===== src/rtl/sram_sp_param.sv =====
// Parametrised single-port synchronous SRAM with byte lanes, read-first collisions
// and a clear engine. Define SRAM_OUT_REG_EN for an extra output register stage.
module sram_sp_param #(
    parameter int DATA_W = 8,
    parameter int ADDR_W = 3
) (
    input  logic                  clk,
    input  logic                  rst_n,
    input  logic                  clr,
    input  logic                  wr_en,
    input  logic                  rd_en,
    input  logic [ADDR_W-1:0]     addr,
    input  logic [DATA_W/8-1:0]   be,
    input  logic [DATA_W-1:0]     din,
    output logic [DATA_W-1:0]     dout,
    output logic                  rd_valid,
    output logic                  busy,
    output logic                  dbg_state,
    output logic [ADDR_W-1:0]     dbg_clr_ptr
);

    localparam int DEPTH = 2**ADDR_W;
    localparam int BE_W  = DATA_W/8;

    typedef enum logic {S_IDLE = 1'b0, S_CLEAR = 1'b1} state_t;

    state_t              state;
    logic [ADDR_W-1:0]   clr_ptr;
    logic [DATA_W-1:0]   mem [DEPTH];
    logic [DATA_W-1:0]   rd_data;
    logic                rd_v;
    logic                rd_acc;

    // Strobe protocol: rd_en is accepted on any IDLE edge with no back-pressure;
    // rd_valid marks the single cycle in which dout carries that read's data.
    assign rd_acc      = (state == S_IDLE) && rd_en;
    assign dbg_state   = (state == S_CLEAR);
    assign dbg_clr_ptr = clr_ptr;

    always_ff @(posedge clk) begin
        if (!rst_n) begin
            state   <= S_CLEAR;
            clr_ptr <= '0;
            busy    <= 1'b1;
        end else begin
            case (state)
                S_CLEAR: begin
                    if (&clr_ptr) begin
                        state   <= S_IDLE;
                        busy    <= 1'b0;
                        clr_ptr <= '0;
                    end else begin
                        clr_ptr <= clr_ptr + ADDR_W'(1);
                    end
                end
                S_IDLE: begin
                    if (clr) begin
                        state   <= S_CLEAR;
                        busy    <= 1'b1;
                        clr_ptr <= '0;
                    end
                end
                default: begin
                    state   <= S_CLEAR;
                    busy    <= 1'b1;
                    clr_ptr <= '0;
                end
            endcase
        end
    end

    // Array has no reset of its own; it is zeroed only by the clear walk.
    always_ff @(posedge clk) begin
        if (rst_n) begin
            if (state == S_CLEAR) begin
                mem[clr_ptr] <= '0;
            end else if (wr_en) begin
                for (int i = 0; i < BE_W; i++) begin
                    if (be[i]) mem[addr][8*i +: 8] <= din[8*i +: 8];
                end
            end
        end
    end

    // Nonblocking read of mem gives read-first behaviour on a same-edge write.
    always_ff @(posedge clk) begin
        if (!rst_n) begin
            rd_data <= '0;
            rd_v    <= 1'b0;
        end else begin
            rd_v <= rd_acc;
            if (rd_acc) rd_data <= mem[addr];
        end
    end

`ifdef SRAM_OUT_REG_EN
    always_ff @(posedge clk) begin
        if (!rst_n) begin
            dout     <= '0;
            rd_valid <= 1'b0;
        end else begin
            rd_valid <= rd_v;
            if (rd_v) dout <= rd_data;
        end
    end
`else
    assign dout     = rd_data;
    assign rd_valid = rd_v;
`endif

endmodule


===== config.mk =====
export PLATFORM = sky130hd
export DESIGN_NAME = sram_sp_param
export DESIGN_NICKNAME = d
export VERILOG_FILES = /design/src/rtl/sram_sp_param.sv
export SDC_FILE = /design/constraint.sdc
export NUM_CORES = 1
export LEC_CHECK = 0
export ABC_AREA = 1
export CORE_MARGIN = 3
export CORE_UTILIZATION = 30
export DETAILED_ROUTE_END_ITERATION = 8
export SLEW_MARGIN = 15
export SYNTH_ARGS = -nofsm -noshare
export SYNTH_HDL_FRONTEND = slang
export SYNTH_SLANG_ARGS = --single-unit

===== constraint.sdc =====
create_clock -name clk -period 2.1 [get_ports clk]
set_clock_uncertainty 0.2 [all_clocks]
set_input_delay 0.42 -clock clk [delete_from_list [all_inputs] [get_ports clk]]
set_output_delay 0.42 -clock clk [all_outputs]
set_load 0.1 [all_outputs]

Word-level counts from Yosys, hierarchy flattened
Memories as Yosys holds them, arrays and structs flattened. A register that Yosys moved wholly into a read port is not among the register bits.
Index checks and enable logic that the tools add are counted.
- word-level logic and storage cells: 34
- register bits: 6
- RAM bits: 64
- memories kept: 1
- output and inout port bits: 14
- memory list (memory ; words ; bits a word ; read ports ; clocked after memory_dff ; wr ports ; RTL line ; text):
    mem ; 8 ; 8 ; 1 ; 1 ; 1 ; 29 ; logic [DATA_W-1:0] mem [DEPTH];
- reduce and logical (&&, ||, !) cells: 5
- bitwise gates (word level): 1
- mux-type cells: 20
- equal/unequal tests: 2
- add/subtract/negate cells: 1
- operator list (kind ; number):
    $mux 1 ; 13
    $mux 3 ; 3
    $mux 8 ; 1
    $reduce_or 8->1 ; 1
    $pmux 3 s2 ; 1
    $pmux 1 s2 ; 2
    $add 3x1->3 const B ; 1
    $reduce_and 3->1 ; 1
    $ne 2x1->1 const B ; 1
    $ne 2x2->1 const B ; 1
    $reduce_and 2->1 ; 1
    $logic_and 1x1->1 ; 1
    $logic_not 1->1 ; 1
    $not 1->1 ; 1

Longest topological paths before layout
- depth after elaboration: 7
- depth in mapped cells: 8

Worst setup path before layout
OpenSTA, ideal clock, no wires.
- kind: register to register
- start point: register state, in the netlist dbg_state
- end point: memory mem[1][0], enable pin
- setup slack: -0.430 ns
- library setup time: 0.370 ns
- stages on the path, launching flop included: 7
- arrival time: 1.960 ns
- cell sequence: dfxtp_1 -> inv_4 -> nand4_4 -> nand2_1 -> o21ai_2 -> nand2_2 -> nor2_1
- word-level cells in the longest chain between the ends: 5
- elaborated cells between the ends (all ways): 9
- those cells by class: 8 x mux; 1 x reduce/logical
- ends and longest elaborated chain (element ; RTL line ; text):
    start: declaration ; 27 ; state_t state;
    start signal: assignment ; 42 ; state <= S_CLEAR;
    start signal: assignment ; 49 ; state <= S_IDLE;
    start signal: assignment ; 58 ; state <= S_CLEAR;
    $mux 1 ; 75 ; if (state == S_CLEAR) begin
    $mux 1 ; 74 ; if (rst_n) begin
    $mux 1 (implied by the code) ; 79 ; if (be[i]) mem[addr][8*i +: 8] <= din[8*i +: 8];
    $reduce_or 8->1 (no source line) ; n/a ;
    $mux 3 (no source line) / $mux 1 (equally long branches) ; n/a ;
    end: declaration ; 29 ;
Parallel ways exist; a longest one is shown, timed or not.

Worst setup path in the final report
- start point: input rst_n
- end point: memory mem[3][5], enable pin
- word-level cells in the longest chain between the ends: 4
- elaborated cells between the ends (all ways): 7
- those cells by class: 6 x mux; 1 x reduce/logical
- ends and longest elaborated chain (element ; RTL line ; text):
    start: declaration ; 8 ; input logic rst_n,
    $mux 1 ; 74 ;
    $mux 1 (implied by the code) ; 79 ;
    $reduce_or 8->1 (no source line) ; n/a ;
    $mux 3 (no source line) / $mux 1 (equally long branches) ; n/a ;
Parallel ways exist; a longest one is shown, timed or not.

==> run metrics <==
status finished, final reports clean; diode count 0; area leader, netlist edfxtp_1; Tot GR Track Use 0.121; M1 GR Usage 0.148; PortBufs 30; die span in x 113 um; routed vias 2486; Synth Warn # 0; Worst Path Max Fanout 10; Main synth FF type edfxtp_1; largest net degree at the start of global routing 33; final instance area 4510 um^2; initial antenna violation count 0; nets@finish 433; Avg Inst Size Synth 9.60 um^2; Setup Viol. Count Final 0; P_leak 2.02 nW; io pins 31; Final ANT Viol Nets 0; post-DR vias/cell 4.45; routed len/inst 13.2 um; Clk Latency, worst-skew pair 0.32 ns; global route hottest layer met2; Gate Count Post-Synth 358; die height 113 um; WHS 0.355 ns; slew at the pin with the worst max-slew slack 0.426 ns; Min-Delay Path Depth 2; proportion of layout cells with a drive suffix above 1 0.172; Clock Path Buffers 2; Clk Tree Root Cell clkbuf_16; first-pass GRT wire length 12000 um; MaxCap Viol Count 0; Post-Place Worst Slack -0.248 ns; Worst Slack Setup Final 0.110 ns; drt pass-1 iters 4; final hold vios 0; dpl cell area 4180 um^2; GRT overflow 0; final worst path period share 0.947; CTS sink cnt 78; worst hold path class reg -> reg; Syn Nets 377; peak supply drop 0.430 mV; Layout fillers 1066; ys async rst share 0; minimum clock period 1.99 ns; Rel. slew slack 0.715; TritonCTS Buffers 9; Cell Area, Synth 3440 um^2; DRT iter0 DRCs 196; CP Data Required Time 1.95 ns; synth top area cells edfxtp_1 56%, nand2_1 9.2%, inv_1 8.7%; Area Overhead vs Synth 31.2%; Yosys cell types 24; CP arrival 1.83 ns; RR Startpoint dbg_state$_SDFF_PN1_; H-tree Lvls 3; critical path class in -> reg; Worst setup EP type flop; Yosys reg bits 78; Hold Crit Endpoint busy$_SDFFE_PN1P_; most common cell after layout, fill and taps aside nand2_1; RD Place Congestion 0.796; CTS tree built; M2 GR Usage 0.202; Synth top area share 0.559; Slew Viols, Final 0; GR Layer Usage met3 0.0342; DRC violations left 0; Max Freq 0.503 GHz; post-detail-place hpwl 5360 um; Die Area 12800 um^2; reg2reg path depth 8; number of synthesized flops with an enable pin 64; most frequent cells in the layout 84 x nand2_1, 80 x inv_1, 64 x edfxtp_1; Starting Density 0.312; site row count 38; CTS clk-pin slew, worst paths 0.06 ns; CORE AREA 11000 um^2; worst reg2reg setup slack 0.24 ns; startpoint types input pin; sequential area share after synthesis 0.640; final WL 7400 um; FF-to-FF End mem[3][5]$_DFFE_PP_; vias in the first global route 2506; power per cell area 795 nW/um^2; utilization after layout 0.409; min-delay src busy$_SDFFE_PN1P_
[through the flow]
step                      cells  setup TNS (ns)  total power (W)
after global routing        559       -0.000154          0.00371
after global placement      543           -9.87          0.00204
after detailed placement    543          -14.02          0.00205
final                       559               0          0.00359
after CTS                   559               0          0.00362
after floorplan             358               0          0.00192
[cells by family after synthesis]
group / after synthesis / share of synthesized area
buf+inv: 97 / 0.116
compound gates: 25 / 0.0429
flops: 78 / 0.640
simple gates: 156 / 0.194
fa+ha+maj: 2 / 0.00728
[Yosys cell counts (2+ instances only)]
library cell  count
nand2_1          84
inv_1            80
edfxtp_1         64
nand3_1          48
nor2_1           22
dfxtp_1          14
a21oi_1           9
buf_2             9
o21ai_0           8
a22oi_1           2
buf_6             2
ha_1              2
inv_2             2
o21ai_1           2
[sequential cells by signal, summed over array words and instances (netlist names)]
signal / flops
rd_valid: 1
dbg_state: 1
mem: 64
busy: 1
dbg_clr_ptr: 3
dout: 8
[worst max-delay path, cell delays in order]
cell and delay [ns]:
clkdlybuf4s50_1 0.53, nand4_4 0.19, nand2_1 0.15, o21ai_2 0.08, inv_1 0.07, nand2_1 0.07, nor2_1 0.14, buf_4 0.17
[where the power goes]
part	switching (W)	internal, W	leakage, nW
logic	0.000187	0.000120	1.10
registers	0.0000170	0.00169	0.766
clock network	0.000585	0.000985	0.160
total	0.000789	0.00280	2.02
[layout make-up]
cell class	count	area [um^2]	share of cell area
flip-flops and latches	78	2210	0.490
inverters	83	314	0.0696
clock inverters	4	32.5	0.00721
clock buffers	12	289	0.0641
multi-input cells	183	846	0.187
repair buffers	59	646	0.143
well taps	140	175	0.0388
[how the worst max path moves through the flow]
stage	startpoint	endpoint	depth (start not counted)
finish	rst_n	mem[3][5]$_DFFE_PP_	8
global route	rst_n	mem[3][2]$_DFFE_PP_	8
CTS	rst_n	mem[0][5]$_DFFE_PP_	6
detailed placement	rst_n	mem[3][5]$_DFFE_PP_	6
global placement	rst_n	mem[0][5]$_DFFE_PP_	6
floorplan	dbg_state$_SDFF_PN1_	mem[1][0]$_DFFE_PP_	6
[repair_timing]
action | in CTS | in global routing
gates resized for setup | 0 | 2
endpoints found under the setup margin | 0 | 32
hold buffers | 0 | 0
setup buffers | 0 | 0
[routing by layer]
layer	share of wire	wire length [um]
met5	0	0
met4	0.021	155
met3	0.050	367
met2	0.49	3640
met1	0.44	3240
No activity file was read; power rests on OpenSTA's default activity.
